`config.mk`:
```
export PLATFORM = sky130hd
export DESIGN_NAME = div_sequencer
export DESIGN_NICKNAME = d
export VERILOG_FILES = /design/src/rtl/div_sequencer_pkg.sv /design/src/rtl/div_watchdog.sv /design/src/rtl/div_sequencer.sv
export SDC_FILE = /design/constraint.sdc
export NUM_CORES = 1
export LEC_CHECK = 0
export ABC_AREA = 0
export BUFFER_PORTS_ARGS = -buffer_cell sky130_fd_sc_hd__buf_4
export CAP_MARGIN = 15
export CORE_UTILIZATION = 51
export DETAILED_ROUTE_END_ITERATION = 10
export MAX_ROUTING_LAYER = met4
export PLACE_DENSITY_LB_ADDON = 0.08
export REMOVE_ABC_BUFFERS = 1
export SYNTH_ARGS = -nofsm -noshare
export SYNTH_HDL_FRONTEND = slang
export SYNTH_SLANG_ARGS = --single-unit
```
`constraint.sdc`:
```
create_clock -name clk -period 1.84 [get_ports clk]
set_clock_uncertainty 0.05 [all_clocks]
set_input_delay 0.184 -clock clk [delete_from_list [all_inputs] [get_ports clk]]
set_output_delay 0.184 -clock clk [all_outputs]
set_load 0.05 [all_outputs]
```
`src/rtl/div_sequencer_pkg.sv`:
```
// Shared ALU package: divider sequencer state encoding and defaults.
package div_sequencer_pkg;

    typedef enum logic [1:0] {
        S_IDLE  = 2'd0,
        S_ISSUE = 2'd1,
        S_WAIT  = 2'd2,
        S_RESP  = 2'd3
    } div_state_e;

    localparam int unsigned DIV_N_DEF       = 4;
    localparam int unsigned DIV_TIMEOUT_DEF = 2 * DIV_N_DEF + 4;

    // Quotient reported on divide-by-zero; sliced to the operand width.
    localparam logic [63:0] DIV_DBZ_Q = '1;

endpackage

```
`src/rtl/div_watchdog.sv`:
```
// Clearable saturating cycle counter guarding the divider wait.
module div_watchdog #(
    parameter int TIMEOUT = 12
) (
    input  logic clk,
    input  logic rst,
    input  logic clr,
    input  logic en,
    output logic expired
);

    localparam int W = $clog2(TIMEOUT + 1);

    logic [W-1:0] cnt_q;
    logic [W-1:0] cnt_d;

    always_comb begin
        cnt_d = cnt_q;
        if (clr) begin
            cnt_d = '0;
        end else if (en && (cnt_q != W'(TIMEOUT))) begin
            cnt_d = cnt_q + W'(1);
        end
    end

    always_ff @(posedge clk) begin
        if (rst) begin
            cnt_q <= '0;
        end else begin
            cnt_q <= cnt_d;
        end
    end

    assign expired = (cnt_q == W'(TIMEOUT - 1));

endmodule

```
`src/rtl/div_sequencer.sv`:
```
// Issue/response sequencer in front of the iterative divider; trivial
// cases are answered locally, the rest wait on the divider under a watchdog.
module div_sequencer
    import div_sequencer_pkg::*;
#(
    parameter int N       = DIV_N_DEF,
    parameter int TIMEOUT = 2 * N + 4
) (
    input  logic         clk,
    input  logic         rst,
    input  logic         in_valid,
    output logic         in_ready,
    input  logic [N-1:0] in_a,
    input  logic [N-1:0] in_b,
    output logic         div_start,
    output logic [N-1:0] div_a,
    output logic [N-1:0] div_b,
    input  logic         div_done,
    input  logic [N-1:0] div_q,
    input  logic [N-1:0] div_r,
    output logic         out_valid,
    input  logic         out_ready,
    output logic [N-1:0] out_q,
    output logic [N-1:0] out_r,
    output logic         out_dbz,
    output logic         out_err
);

    div_state_e   state_q, state_d;
    logic [N-1:0] a_q, a_d;
    logic [N-1:0] b_q, b_d;
    logic [N-1:0] q_q, q_d;
    logic [N-1:0] r_q, r_d;
    logic         dbz_q, dbz_d;
    logic         err_q, err_d;
    logic         wd_clr;
    logic         wd_en;
    logic         wd_expired;

    div_watchdog #(
        .TIMEOUT(TIMEOUT)
    ) u_wd (
        .clk    (clk),
        .rst    (rst),
        .clr    (wd_clr),
        .en     (wd_en),
        .expired(wd_expired)
    );

    always_ff @(posedge clk) begin
        if (rst) begin
            state_q <= S_IDLE;
        end else begin
            state_q <= state_d;
        end
    end

    always_ff @(posedge clk) begin
        if (rst) begin
            a_q   <= '0;
            b_q   <= '0;
            q_q   <= '0;
            r_q   <= '0;
            dbz_q <= 1'b0;
            err_q <= 1'b0;
        end else begin
            a_q   <= a_d;
            b_q   <= b_d;
            q_q   <= q_d;
            r_q   <= r_d;
            dbz_q <= dbz_d;
            err_q <= err_d;
        end
    end

    always_comb begin
        state_d = state_q;
        a_d     = a_q;
        b_d     = b_q;
        q_d     = q_q;
        r_d     = r_q;
        dbz_d   = dbz_q;
        err_d   = err_q;
        unique case (state_q)
            S_IDLE: begin
                if (in_valid) begin
                    a_d = in_a;
                    b_d = in_b;
                    if (in_b == '0) begin
                        state_d = S_RESP;
                        q_d     = DIV_DBZ_Q[N-1:0];
                        r_d     = in_a;
                        dbz_d   = 1'b1;
                    end else if (in_a < in_b) begin
                        state_d = S_RESP;
                        q_d     = '0;
                        r_d     = in_a;
                    end else if (in_b == N'(1)) begin
                        state_d = S_RESP;
                        q_d     = in_a;
                        r_d     = '0;
                    end else begin
                        state_d = S_ISSUE;
                    end
                end
            end
            S_ISSUE: begin
                state_d = S_WAIT;
            end
            S_WAIT: begin
                // A done pulse on the final watchdog cycle still wins.
                if (div_done) begin
                    state_d = S_RESP;
                    q_d     = div_q;
                    r_d     = div_r;
                end else if (wd_expired) begin
                    state_d = S_RESP;
                    q_d     = '0;
                    r_d     = '0;
                    err_d   = 1'b1;
                end
            end
            S_RESP: begin
                if (out_ready) begin
                    state_d = S_IDLE;
                    dbz_d   = 1'b0;
                    err_d   = 1'b0;
                end
            end
            default: begin
                state_d = S_IDLE;
            end
        endcase
    end

    always_comb begin
        in_ready  = (state_q == S_IDLE);
        div_start = (state_q == S_ISSUE);
        out_valid = (state_q == S_RESP);
        wd_clr    = (state_q == S_ISSUE);
        wd_en     = (state_q == S_WAIT);
    end

    assign div_a   = a_q;
    assign div_b   = b_q;
    assign out_q   = q_q;
    assign out_r   = r_q;
    assign out_dbz = dbz_q;
    assign out_err = err_q;

endmodule

```
==> impl_results.md, run 1 <==
- Gate count after technology mapping: 176
- CP required: 2.05 ns
- Area of the core: 2540 um^2
- Ratio of total power to cell area: 1190 nW/um^2
- Number of cells on the worst hold path: 3
- Critical register-to-register path endpoint: state_q[1]
- Number of vias in the routed layout: between 1000 and 1500
- MaxCap Viol Count: 0
- Share of flip-flops with an asynchronous set or reset: 0%
- Worst hold margin: ~0.061 ns
- Register-to-Register Path Depth: 5
- Final slew viol count: 0
- Root buffer cell: sky130_fd_sc_hd__clkbuf_4
- Die Area: 3000 um^2
- Peak supply drop: ~0.9 mV
- CP Data Arrival Time: 1.95 ns
- Ports: 42
- Number of cell rows: 18
- Number of antenna violations at the first check in global routing: 0
- Hold buffers post-CTS: 0
- Maximum cell stage delay along the critical path: 0.51 ns
- Sequential-to-total area share from yosys stat: approximately a third
- Vias in the first global route: approximately 1400
- Worst reg-to-reg setup slack: 0.09 ns
- Global-route wire length before repair: 5580 um
- Total Neg Setup Slack: 0 ns
- Most numerous cell types in the synthesized netlist: sky130_fd_sc_hd__nand2_1, sky130_fd_sc_hd__dfxtp_1, sky130_fd_sc_hd__a21oi_1
- Largest fanout on the critical path: 5
- Total Power: around 2.2 mW
- Post-Route WL: 3550 um
- Leading cell types by total area after synthesis: sky130_fd_sc_hd__dfxtp_1, sky130_fd_sc_hd__ha_1, sky130_fd_sc_hd__nand2_1
- Clock slew seen by the registers of the worst setup and hold paths: 0.14 ns
- Type of the tightest min-delay check: in -> reg
- Kind of capture point of the worst setup path: flip-flop
- Maximum count of clock buffers along a single path: 2
- Post-synthesis cell type with the largest combined area: sky130_fd_sc_hd__dfxtp_1
- Result of the run: completed
- Antenna viol nets, final: 0
- Startpoint type of the worst setup path: flip-flop
- Utilization of the core after routing: 74.2%
- Width of the chip: 54.7 um
- FF+latch count, synth: 24
- Leakage dissipation: slightly below 0.9 nW
- Signed area change from the synthesized netlist to the final layout: 33.1%
- Final number of hold-violating endpoints: 0
- First drt pass iteration count: 4
- Port Buffers: 41
- Reg2reg start: state_q[0]
- Average footprint of a synthesized cell: 8.06 um^2
- Count of clock tree sinks: 24
- Post-synth EDFFs: 0
- GRT Residual Overflow: 0
- Starting density of the core: about 56%
- Netlist area before placement: 1420 um^2
- Worst path cell trace: buf_4 > ha_1 > a222oi_1 > o221ai_1 > a21oi_1
- Net count, final: 258
- Clock tree from TritonCTS: done
- Most frequent cell after synthesis: sky130_fd_sc_hd__nand2_1
- Max_slew headroom: approximately two thirds
- Half-perimeter wire length after placement: 2730 um
- Path type of the worst setup path: reg -> reg
- Crit path from: state_q[0]
- Antenna diode instance count: 0
- Drt initial violations: 26
- Setup repair after global routing missed its margin: false
- Endpoints failing setup: 0
- Yosys top cell area share: 33.9%
- H-tree depth: 1
- Most instantiated flip-flop cell in the synthesis netlist: sky130_fd_sc_hd__dfxtp_1
- Post-synthesis cell type count: 38
- Total CTS buffers: 3
- Final worst path period share: 94.9%
- Average wire length per cell after detail routing: 13.9 um
- Largest net degree at the start of global routing: 28
- Maximum clock frequency: 0.573 GHz
- Later-pin clock latency in the skew report: approximately 0.33 ns
- Fraction of layout instances using a drive strength above 1: 31.0%
- Avg Vias per Cell: 5.58
- Actual transition at the worst max-transition pin: ~0.5 ns
- Overall routing resource usage: between 20% and 30%
- Die boundary height: 54.7 um
- Time the worst path needs with I/O delays and setup: 1.75 ns
- Crit path max-delay cell type: sky130_fd_sc_hd__a222oi_1
- DRC Markers: 0
- Final RePlAce weighted congestion: 0.837
- Worst setup path end: state_q[1]
- Warning count from the yosys run: 0
-- worst max-delay path, delay by kind of cell (launching register included) --
family | cells | cell delay (ns)
compound gates | 3 | 0.88
fa+ha+maj | 1 | 0.25
buf+inv | 1 | 0.14
flops | 1 | 0.35
-- final cells by class --
cell class,instances,area (um^2)
multi-input combinational,134,883
fill,199,657
sequential,24,488
timing repair buffer,54,405
inverter,10,37.5
tap,30,37.5
clock buffer,4,36.3
-- worst min path at each step --
| stage | startpoint | to | slack, ns |
|---|---|---|---|
| 4_1_cts | in_b[1] | div_b[1] | 0.07 |
| 3_3_place_gp | div_a[3] | div_a[3] | 0.39 |
| 6_report | in_b[1] | div_b[1] | 0.06 |
| 3_5_place_dp | div_a[2] | div_a[2] | 0.40 |
| 2_1_floorplan | rst | div_a[0] | 0.20 |
| 5_1_grt | in_a[2] | div_a[2] | 0.07 |
-- power by group --
| part | total (mW) | switching (mW) | internal [mW] | leakage (nW) |
|---|---|---|---|---|
| clock | 0.289 | 0.167 | 0.121 | 0.0210 |
| combinational | 1.27 | 0.781 | 0.493 | 0.661 |
| sequential | 0.682 | 0.0583 | 0.624 | 0.197 |
| total | 2.24 | 1.01 | 1.24 | 0.880 |
-- routing by layer --
| layer | vias up | share of wire [%] | GRT usage [%] |
|---|---|---|---|
| li1 | 716 | - | - |
| met1 | 669 | 45 | 30.1 |
| met2 | 38 | 50 | 46.8 |
| met3 | 5 | 3.7 | 2.78 |
| met4 | 0 | 1.1 | 10.3 |
| met5 | - | 0 | - |
-- cells in the final DEF (no fill, tap or decap), types with 2 or more instances in the layout --
master	instances
sky130_fd_sc_hd__a22o_1	4
sky130_fd_sc_hd__ha_1	8
sky130_fd_sc_hd__mux2i_1	4
sky130_fd_sc_hd__a211oi_1	8
sky130_fd_sc_hd__nor2b_1	6
sky130_fd_sc_hd__nand2b_1	5
sky130_fd_sc_hd__inv_1	9
sky130_fd_sc_hd__dfxtp_2	3
sky130_fd_sc_hd__clkbuf_4	3
sky130_fd_sc_hd__a21oi_1	14
sky130_fd_sc_hd__mux2_1	4
sky130_fd_sc_hd__nand2_1	31
sky130_fd_sc_hd__o21ai_0	7
sky130_fd_sc_hd__nor2_1	8
sky130_fd_sc_hd__nor3_1	5
sky130_fd_sc_hd__dfxtp_1	20
sky130_fd_sc_hd__nand3_1	6
sky130_fd_sc_hd__nand3b_1	2
sky130_fd_sc_hd__nor4_1	2
sky130_fd_sc_hd__buf_4	54
-- flip-flops by register name (all words and copies together) (netlist names) --
register / cells
u_wd.cnt_q: 4
out_r: 4
out_err: 1
out_q: 4
state_q: 2
div_b: 4
div_a: 4
out_dbz: 1
-- metrics by stage --
stage | worst slack [ns] | cell area [um^2] | instances
after floorplan | -0.305 | 1390 | 168
after global placement | 0.00957 | 1810 | 250
after detailed placement | -0.0106 | 1810 | 250
after CTS | 0.00150 | 1850 | 254
after global routing | 0.00292 | 1890 | 256
final | 0.0934 | 1890 | 256
-- logic make-up (layout without fill, tap and decap cells) --
kind of cell	after synthesis	after routing	synth area share (%)
adder cells (fa/ha/maj)	10	10	8.82
AND/OR/NAND/NOR	71	71	24.4
multiplexers	9	9	6.79
buffers and inverters	18	68	4.94
AO/OA/AOI/OAI	42	42	19.9
XOR/XNOR	2	2	1.23
flip-flops	24	24	33.9
-- timing repair --
| item | 4_1_cts | 5_1_grt |
|---|---|---|
| pin swaps | 1 | 2 |
| buffers inserted | 0 | 2 |
| setup endpoints to repair | 1 | 10 |
| resized for setup | 0 | 9 |
Note: power is estimated with default switching activity, not from simulation.
==> inputs of run 2 (changes only) <==
==> constraint.sdc (replaced) <==
create_clock -name clk -period 1.9 [get_ports clk]
set_clock_uncertainty 0.05 [all_clocks]
set_input_delay 0.19 -clock clk [delete_from_list [all_inputs] [get_ports clk]]
set_output_delay 0.19 -clock clk [all_outputs]
set_load 0.05 [all_outputs]
==> impl_results.md, run 2 (synthesis gave the netlist of run 1 again) <==
- Leakage dissipation: 0.840 nW (was 0.880 nW)
- Kind of capture point of the worst setup path: flip-flop (unchanged)
- Switching power: 0.947 mW (was 1.01 mW)
- Signed area change from the synthesized netlist to the final layout: 27.7% (was 33.1%)
- Drt initial violations: 50 (was 26)
- Largest fanout on the critical path: 7 (was 5)
- Total Power: 2.06 mW (was 2.24 mW)
- Final RePlAce weighted congestion: 0.837 (about the same)
- Number of antenna violations at the first check in global routing: 0 (unchanged)
- Final number of hold-violating endpoints: 0 (unchanged)
- Part of the power in registers: 32.1% (was 30.4%)
- Actual transition at the worst max-transition pin: 0.429 ns (was 0.488 ns)
- Switching power as a share of total power: 45.9% (was 44.8%)
- Fraction of layout instances using a drive strength above 1: 26.9% (was 31.0%)
- Endpoints failing setup: 0 (unchanged)
- Crit path from: state_q[0] (unchanged)
- Area of the core: 2540 um^2 (unchanged)
- Total CTS buffers: 3 (unchanged)
- Antenna diode instance count: 0 (unchanged)
- Starting density of the core: 55.8% (unchanged)
- Clock power share: 10.8% (was 12.9%)
- Cell Int Power: 1.11 mW (was 1.24 mW)
- Count of clock tree sinks: 24 (unchanged)
- Port Buffers: 41 (unchanged)
- Number of vias in the routed layout: 1409 (was 1428)
- CP required: 2.08 ns (was 2.05 ns)
- Vias in the first global route: 1317 (was 1373)
- Maximum clock frequency: 0.547 GHz (was 0.573 GHz)
- Root buffer cell: sky130_fd_sc_hd__clkbuf_4 (unchanged)
- Peak supply drop: 0.839 mV (was 0.921 mV)
- DRC Markers: 0 (unchanged)
- Ports: 42 (unchanged)
- Half-perimeter wire length after placement: 2670 um (was 2730 um)
- Largest net degree at the start of global routing: 28 (unchanged)
- GRT Residual Overflow: 0 (unchanged)
- First drt pass iteration count: 7 (was 4)
- Hold path startpoint: in_b[0] (was in_b[1])
- Proportion of power drawn by combinational gates: 57.1% (was 56.8%)
- Later-pin clock latency in the skew report: 0.30 ns (was 0.33 ns)
- Utilization of the core after routing: 71.2% (was 74.2%)
- Time the worst path needs with I/O delays and setup: 1.83 ns (was 1.75 ns)
- Post-Route WL: 3490 um (was 3550 um)
- CP Data Arrival Time: 2.01 ns (was 1.95 ns)
- Setup repair after global routing missed its margin: true (was false)
- Final worst path period share: 96.2% (was 94.9%)
- Type of the tightest min-delay check: in -> reg (unchanged)
- Hold buffers post-CTS: 0 (unchanged)
- Max_slew headroom: 71.4% (was 67.2%)
- Avg Vias per Cell: 5.66 (was 5.58)
- Ratio of total power to cell area: 1140 nW/um^2 (was 1190 nW/um^2)
- Width of the chip: 54.7 um (unchanged)
- Die boundary height: 54.7 um (unchanged)
- Reg2reg start: state_q[0] (unchanged)
- Most frequent cells in the layout: sky130_fd_sc_hd__buf_4, sky130_fd_sc_hd__nand2_1, sky130_fd_sc_hd__dfxtp_1, sky130_fd_sc_hd__a21oi_1, sky130_fd_sc_hd__inv_1 (unchanged)
- Result of the run: completed (unchanged)
- Clock slew seen by the registers of the worst setup and hold paths: 0.13 ns (was 0.14 ns)
- MaxCap Viol Count: 0 (unchanged)
- Antenna viol nets, final: 0 (unchanged)
- Clock tree from TritonCTS: done (unchanged)
- Net count, final: 252 (was 258)
- Maximum count of clock buffers along a single path: 2 (unchanged)
- Commonest non-fill, non-tap cell in the layout: sky130_fd_sc_hd__buf_4 (unchanged)
- Number of cell rows: 18 (unchanged)
- Final slew viol count: 0 (unchanged)
- Die Area: 3000 um^2 (unchanged)
- H-tree depth: 1 (unchanged)
- Startpoint type of the worst setup path: flip-flop (unchanged)
- Global-route wire length before repair: 5640 um (was 5580 um)
- Overall routing resource usage: 26.8% (was 26.5%)
- Average wire length per cell after detail routing: 14.0 um (was 13.9 um)
- Path type of the worst setup path: reg -> reg (unchanged)
==> run 2: cell types whose count changed in the layout (fill, tap and decap cells not counted), sizes merged <==
cell	delta
buf	-6
clkbuf	-1
==> run 2: worst paths after layout <==
check / endpoint / slack, ns / cells past startpoint
setup / recovery: state_q[0] / 0.07 / 7
hold / removal: div_b[0] / 0.08 / 3
setup reg to reg: state_q[0] / 0.07 / 7
hold reg to reg: div_b[3] / 0.42 / 2
==> run 2: per-stage QoR <==
step,setup WS (ns),setup TNS (ns),hold slack (ns),cells,area (um^2)
floorplan,-0.245,-1.40,0.209,168,1390
global placement,0.0601,0,0.395,245,1780
detailed placement,-0.0764,-0.0821,0.400,245,1780
CTS,0.0420,0,0.0746,249,1810
global route,-0.0117,-0.0208,0.0827,249,1810
finish,0.0725,0,0.0785,249,1810
==> run 2: timing repair <==
| item | in CTS | in global routing |
|---|---|---|
| gates resized for setup | 0 | 3 |
| endpoints found under the setup margin | 2 | 10 |
| pin swaps | 1 | 1 |
| buffers inserted | 1 | 0 |
==> run 2: layout make-up <==
| cell class | instances | area, um^2 |
|---|---|---|
| Clock buffer | 3 | 22.5 |
| Fill cell | 216 | 733 |
| Inverter | 10 | 37.5 |
| Multi-Input combinational cell | 134 | 871 |
| Sequential cell | 24 | 483 |
| Tap cell | 30 | 37.5 |
| Timing Repair Buffer | 48 | 360 |
==> run 2: power by group through the flow <==
stage	Combinational [mW]	Clock (mW)	Sequential, mW
after global routing	1.27	0.246	0.676
after global placement	1.12	0	0.658
after detailed placement	1.15	0	0.669
after CTS	1.17	0.226	0.658
final	1.18	0.223	0.661
after floorplan	0.574	0	0.885
==> run 2: critical path, stage by stage (launching register included) <==
cell and delay, ns:
sky130_fd_sc_hd__dfxtp_2 0.38, sky130_fd_sc_hd__inv_1 0.08, sky130_fd_sc_hd__ha_2 0.23, sky130_fd_sc_hd__nor2b_1 0.16, sky130_fd_sc_hd__a222oi_1 0.43, sky130_fd_sc_hd__buf_4 0.20, sky130_fd_sc_hd__nor2_1 0.04, sky130_fd_sc_hd__a211oi_1 0.19
==> run 2: layer usage <==
layer	vias up	track usage, %	part of all wire [%]	wire length, um
met5	-	-	0	0
met4	0	10.7	1.4	48
met3	6	3.33	5.4	190
met2	52	45.4	48	1660
met1	647	31.6	45	1580
li1	704	-	-	-
